### src/rtl/apple_placer.sv
// Picks a random empty cell of the packed field map for the next apple spawn.
// Count empties, reduce rand_val modulo that count by restoring division, then rescan to locate it.
module apple_placer #(
    parameter int SIZE_X = 10,
    parameter int SIZE_Y = 10,
    parameter int RAND_W = 16
) (
    input  logic                       clk,
    input  logic                       rst,
    input  logic                       start,
    input  logic [RAND_W-1:0]          rand_val,
    input  logic [2*SIZE_X*SIZE_Y-1:0] field,
    output logic                       busy,
    output logic                       done,
    output logic                       found,
    output logic [7:0]                 apple_x,
    output logic [7:0]                 apple_y,
    output logic [15:0]                empty_cnt
);

    localparam int              CELLS    = SIZE_X * SIZE_Y;
    localparam int              FW       = 2 * CELLS;
    localparam int              DCW      = $clog2(RAND_W + 1);
    localparam logic [15:0]     LAST_IDX = 16'(CELLS - 1);
    localparam logic [7:0]      LAST_X   = 8'(SIZE_X - 1);
    localparam logic [DCW-1:0]  LAST_DIV = DCW'(RAND_W - 1);

    typedef enum logic [2:0] {IDLE, COUNT, DIV, PICK, DONE} state_t;

    state_t state, state_next;

    logic [FW-1:0]     field_q;
    logic [RAND_W-1:0] dividend;
    logic [15:0]       rem;
    logic [15:0]       count;
    logic [15:0]       idx;
    logic [15:0]       k;
    logic [7:0]        cur_x, cur_y;
    logic [7:0]        pick_x, pick_y;
    logic              pick_found;
    logic [DCW-1:0]    div_cnt;

    logic              cell_empty;
    logic [15:0]       count_inc;
    logic [16:0]       rem_shift;
    logic [15:0]       rem_sub;
    logic              rem_ge;
    logic              hit;
    logic [FW-1:0]     field_rot;

    // The snapshot rotates by one cell per scan cycle, so a full pass restores it for the rescan.
    assign field_rot  = (field_q >> 2) | (field_q << (FW - 2));
    assign cell_empty = (field_q[1:0] == 2'b00);
    assign count_inc  = count + 16'(cell_empty);
    assign rem_shift  = {rem, dividend[RAND_W-1]};
    assign rem_ge     = (rem_shift >= {1'b0, count});
    assign rem_sub    = rem_shift[15:0] - count;
    assign hit        = cell_empty && (k == rem);

    always_ff @(posedge clk) begin
        if (rst) state <= IDLE;
        else     state <= state_next;
    end

    always_comb begin
        state_next = state;
        busy       = (state != IDLE);
        case (state)
            IDLE:  if (start) state_next = COUNT;
            COUNT: if (idx == LAST_IDX) state_next = (count_inc == 16'd0) ? DONE : DIV;
            DIV:   if (div_cnt == LAST_DIV) state_next = PICK;
            PICK:  if (hit || idx == LAST_IDX) state_next = DONE;
            DONE:  state_next = IDLE;
            default: state_next = IDLE;
        endcase
    end

    always_ff @(posedge clk) begin
        if (rst) begin
            field_q    <= '0;
            dividend   <= '0;
            rem        <= '0;
            count      <= '0;
            idx        <= '0;
            k          <= '0;
            cur_x      <= '0;
            cur_y      <= '0;
            pick_x     <= '0;
            pick_y     <= '0;
            pick_found <= 1'b0;
            div_cnt    <= '0;
            done       <= 1'b0;
            found      <= 1'b0;
            apple_x    <= '0;
            apple_y    <= '0;
            empty_cnt  <= '0;
        end else begin
            done <= 1'b0;
            case (state)
                IDLE: if (start) begin
                    field_q    <= field;
                    dividend   <= rand_val;
                    rem        <= '0;
                    count      <= '0;
                    idx        <= '0;
                    k          <= '0;
                    cur_x      <= '0;
                    cur_y      <= '0;
                    div_cnt    <= '0;
                    pick_found <= 1'b0;
                end
                COUNT: begin
                    field_q <= field_rot;
                    count   <= count_inc;
                    idx     <= (idx == LAST_IDX) ? 16'd0 : idx + 16'd1;
                end
                DIV: begin
                    rem      <= rem_ge ? rem_sub : rem_shift[15:0];
                    dividend <= dividend << 1;
                    div_cnt  <= div_cnt + DCW'(1);
                end
                PICK: begin
                    field_q <= field_rot;
                    idx     <= idx + 16'd1;
                    if (cur_x == LAST_X) begin
                        cur_x <= '0;
                        cur_y <= cur_y + 8'd1;
                    end else begin
                        cur_x <= cur_x + 8'd1;
                    end
                    if (hit) begin
                        pick_found <= 1'b1;
                        pick_x     <= cur_x;
                        pick_y     <= cur_y;
                    end else if (cell_empty) begin
                        k <= k + 16'd1;
                    end
                end
                DONE: begin
                    done      <= 1'b1;
                    found     <= pick_found;
                    apple_x   <= pick_found ? pick_x : 8'd0;
                    apple_y   <= pick_found ? pick_y : 8'd0;
                    empty_cnt <= count;
                end
                default: ;
            endcase
        end
    end

endmodule

### config.mk
export PLATFORM = sky130hd
export DESIGN_NAME = apple_placer
export DESIGN_NICKNAME = d
export VERILOG_FILES = /design/src/rtl/apple_placer.sv
export SDC_FILE = /design/constraint.sdc
export NUM_CORES = 1
export LEC_CHECK = 0
export BUFFER_PORTS_ARGS = -buffer_cell sky130_fd_sc_hd__buf_2
export CORE_ASPECT_RATIO = 1.75
export CORE_MARGIN = 3
export CORE_UTILIZATION = 30
export DETAILED_ROUTE_END_ITERATION = 6
export PLACE_DENSITY = 0.52
export SETUP_SLACK_MARGIN = 0.2
export SLEW_MARGIN = 0
export SYNTH_ARGS = -nofsm -noshare
export SYNTH_HDL_FRONTEND = slang
export SYNTH_SLANG_ARGS = --single-unit
### constraint.sdc
create_clock -name clk -period 3.1 [get_ports clk]
set_input_delay 0.465 -clock clk [delete_from_list [all_inputs] [get_ports clk]]
set_output_delay 0.465 -clock clk [all_outputs]
set_load 0.02 [all_outputs]
==> results.yml <==
outcome:
  status: "completed"
layout:
  area_growth_syn_to_layout_pct: 18.39
  final.fill_count: 5785
  layout.area.seq_um2: 7107
  final_net_count: 2520
  multi_input_area_um2: 8479
  drive_above_1_share_pct: 16.47
sta:
  fmaxAchievable_ghz: 0.3687
  setup-violations-final: 0
  finalHoldViolCount: 0
  grt_setup_unrepaired: "no"
  finalClockSkew_ns: 0.01894
  setup_total_negative_slack_ns: 0
  max_slew_headroom_at_the_worst_pin_pct: 49.64
  layout_worst_path_cycle_share_pct: 87.49
  worst_pin_slew_ns: 0.7553
  fin_max_slew_vios: 0
  timing.final.crit_period_ns: 2.712
min_path:
  min_path_type: "in -> reg"
  min_delay_path_depth: 3
placement:
  io_buffers: 253
  dp.final_hpwl_um: 34280
  routabilityCongestion: 0.8851
synth:
  netlist.area_leader.share_pct: 43.24
  sequential_element_share_of_the_synthesized_area_pct: 43.24
  synth.cells.most_frequent: "sky130_fd_sc_hd__nand2_1 (537), sky130_fd_sc_hd__dfxtp_1 (355), sky130_fd_sc_hd__nor2_1 (344), sky130_fd_sc_hd__a311oi_1 (220), sky130_fd_sc_hd__clkbuf_1 (107)"
  synthTopCellsByArea: "sky130_fd_sc_hd__dfxtp_1 (43%), sky130_fd_sc_hd__nand2_1 (12%), sky130_fd_sc_hd__a311oi_1 (12%)"
  ys_dominant_reg_cell: "sky130_fd_sc_hd__dfxtp_1"
  synth-async-reset-ratio_pct: 0
  post_synth_inst_count: 2110
  netlist-cell-type-count: 65
  synth.cell_area_um2: 16440
  post-synth-top-count-cell: "sky130_fd_sc_hd__nand2_1"
  post_synth_edffs: 0
  yosysWarnings: 0
  syn_area_per_cell_um2: 7.790
  synth_area_leader_cell: "sky130_fd_sc_hd__dfxtp_1"
  synth-seq-cells: 355
  synth_net_count: 2355
detailed_routing:
  drcViolationCount: 0
  dr.pass1.iters: 5
  vias_per_cell: 5.115
  routed-via-count: 15325
  drt_iter0_drc: 706
  drtAntennaViolNets: 0
  postRouteWirelength_um: 48630
  routed_wire_length_per_instance_um: 16.23
global_route:
  global_route_wire_length_before_repair_um: 78380
  grt_util_all_layers_pct: 16.33
  grt_max_degree: 151
  global_route.overflow_total: 0
  first_global_vias: 15211
  grt_antenna_before_repair: 20
floorplan:
  core_area_um2: 53810
  placementRows: 112
  die_x_um: 182.9
  dieHeight_um: 315.7
  design.portCount: 254
  initial_standard_cell_utilization_of_the_core_pct: 30.55
  die_area_um2: 57750
clock_network:
  clock_latency_ns: 0.53
  clkSlewWorstSetupHoldPaths_ns: 0.06
  cts.htree.levels: 2
  cts_hold_buffers: 0
  cts.repair_timing.setup_buffer_count: 0
  cts.sink_count: 355
  post_cts_sizing: 0
  clk_root_buffer_cell: "sky130_fd_sc_hd__clkbuf_16"
  clock_tree.buffer_depth: 3
  numCtsBuffers: 37
  tritoncts: "done"
worst_setup_path:
  timing.critical_path.fanout_max: 6
  timing.critical_path.required_ns: 3.54
  setup.worst_path.class: "reg -> reg"
  ff2ff_path_depth: 11
  worst-endpoint-arrival_ns: 3.15
  crit_path_end_kind: "flip-flop"
  cp-start-kind: "flip-flop"
power:
  power_density_nw_per_um2: 778.5
  post-layout-total-power_mw: 15.15
  vdd_drop_max_mv: 0.4797
  leakage_nw: 7.790
run:
  max_cap_violations: 0
[report_power, final]
part / leakage [nW] / internal (mW) / switching, mW / total [mW]
Combinational: 4.30 / 1.82 / 3.05 / 4.87
Sequential: 2.91 / 5.42 / 0.518 / 5.94
Clock: 0.575 / 2.46 / 1.88 / 4.34
[placed cells by master, fill, tap and decap left out, drive strengths merged, types with 6 or more instances in the layout]
| cell | instances |
|---|---|
| nand2 | 537 |
| dfxtp | 355 |
| nor2 | 345 |
| buf | 295 |
| a311oi | 220 |
| a21oi | 100 |
| o21ai | 52 |
| clkbuf | 52 |
| nand3 | 46 |
| xor2 | 30 |
| inv | 30 |
| mux2i | 26 |
| xnor2 | 25 |
| ha | 25 |
| nand4 | 21 |
| or3 | 16 |
| nor3 | 16 |
| nor4 | 15 |
| diode | 11 |
| nand2b | 10 |
| clkinv | 9 |
| a211oi | 9 |
| and3 | 7 |
| a22oi | 6 |
| a21o | 6 |
[per-stage QoR]
| step | utilization, % | area (um2) | std cells | setup WS (ns) | hold WS (ns) |
|---|---|---|---|---|---|
| floorplan | - | 16440 | 2110 | 0.7005 | 0.4287 |
| global placement | 33.93 | 18260 | 2920 | 0.1986 | 0.4415 |
| detailed placement | 33.93 | 18260 | 2920 | 0.2738 | 0.4430 |
| CTS | 36.07 | 19410 | 2985 | 0.2148 | 0.1538 |
| global route | 36.15 | 19450 | 2994 | 0.2457 | 0.1785 |
| finish | 36.16 | 19460 | 2996 | 0.3877 | 0.1938 |
[cells by family (layout without fill, tap and decap cells)]
group | after synthesis | in the layout | share of synthesized area, %
xor+xnor | 55 | 55 | 2.931
simple gates | 1036 | 1036 | 26.25
buf+inv | 197 | 388 | 5.435
compound gates | 414 | 414 | 18.47
flops | 355 | 355 | 43.24
fa+ha+maj | 26 | 26 | 2.025
other cells | 0 | 11 | 0
mux | 27 | 27 | 1.652
[flip-flops by register name (all words and copies together) (netlist names), 16 cells and up]
signal	flops
dividend	16
rem	16
count	16
idx	16
field_q	200
k	16
empty_cnt	16
[layout make-up]
| type | count | share of cell area, % |
|---|---|---|
| clock inverter | 13 | 0.5337 |
| sequential | 355 | 36.52 |
| clock buffer | 52 | 5.407 |
| tap | 684 | 4.398 |
| inverter | 28 | 0.5401 |
| antenna | 11 | 0.1415 |
| timing repair buffer | 295 | 8.886 |
| multi-input combinational | 1558 | 43.57 |
[metal layers]
metal  vias up  GRT usage, %  wire length [um]
li1       7665             -                 -
met1      7163         18.55             19400
met2       371         29.20             24210
met3       110         4.500              3209
met4        16         5.805              1707
met5         -             0               106
[critical path, stage by stage (launching register included)]
cell and delay [ns]:
sky130_fd_sc_hd__dfxtp_1 0.34, sky130_fd_sc_hd__nor2_1 0.09, sky130_fd_sc_hd__ha_1 0.24, sky130_fd_sc_hd__ha_1 0.24, sky130_fd_sc_hd__buf_4 0.17, sky130_fd_sc_hd__and4_4 0.20, sky130_fd_sc_hd__nor4_1 0.18, sky130_fd_sc_hd__o211ai_1 0.16
sky130_fd_sc_hd__a2111oi_2 0.37, sky130_fd_sc_hd__nor4b_4 0.32, sky130_fd_sc_hd__nand2_1 0.12, sky130_fd_sc_hd__a211oi_2 0.21
[path summary, 6_finish.rpt]
path | start | end | slack [ns]
worst max-delay path | field_q[0] | state[2] | 0.39
worst min-delay path | rand_val[10] | dividend[10] | 0.19
worst max register to register | field_q[0] | state[2] | 0.39
worst min register to register | apple_y[0] | apple_y[0] | 0.45
(Power assumes the default switching activity.)
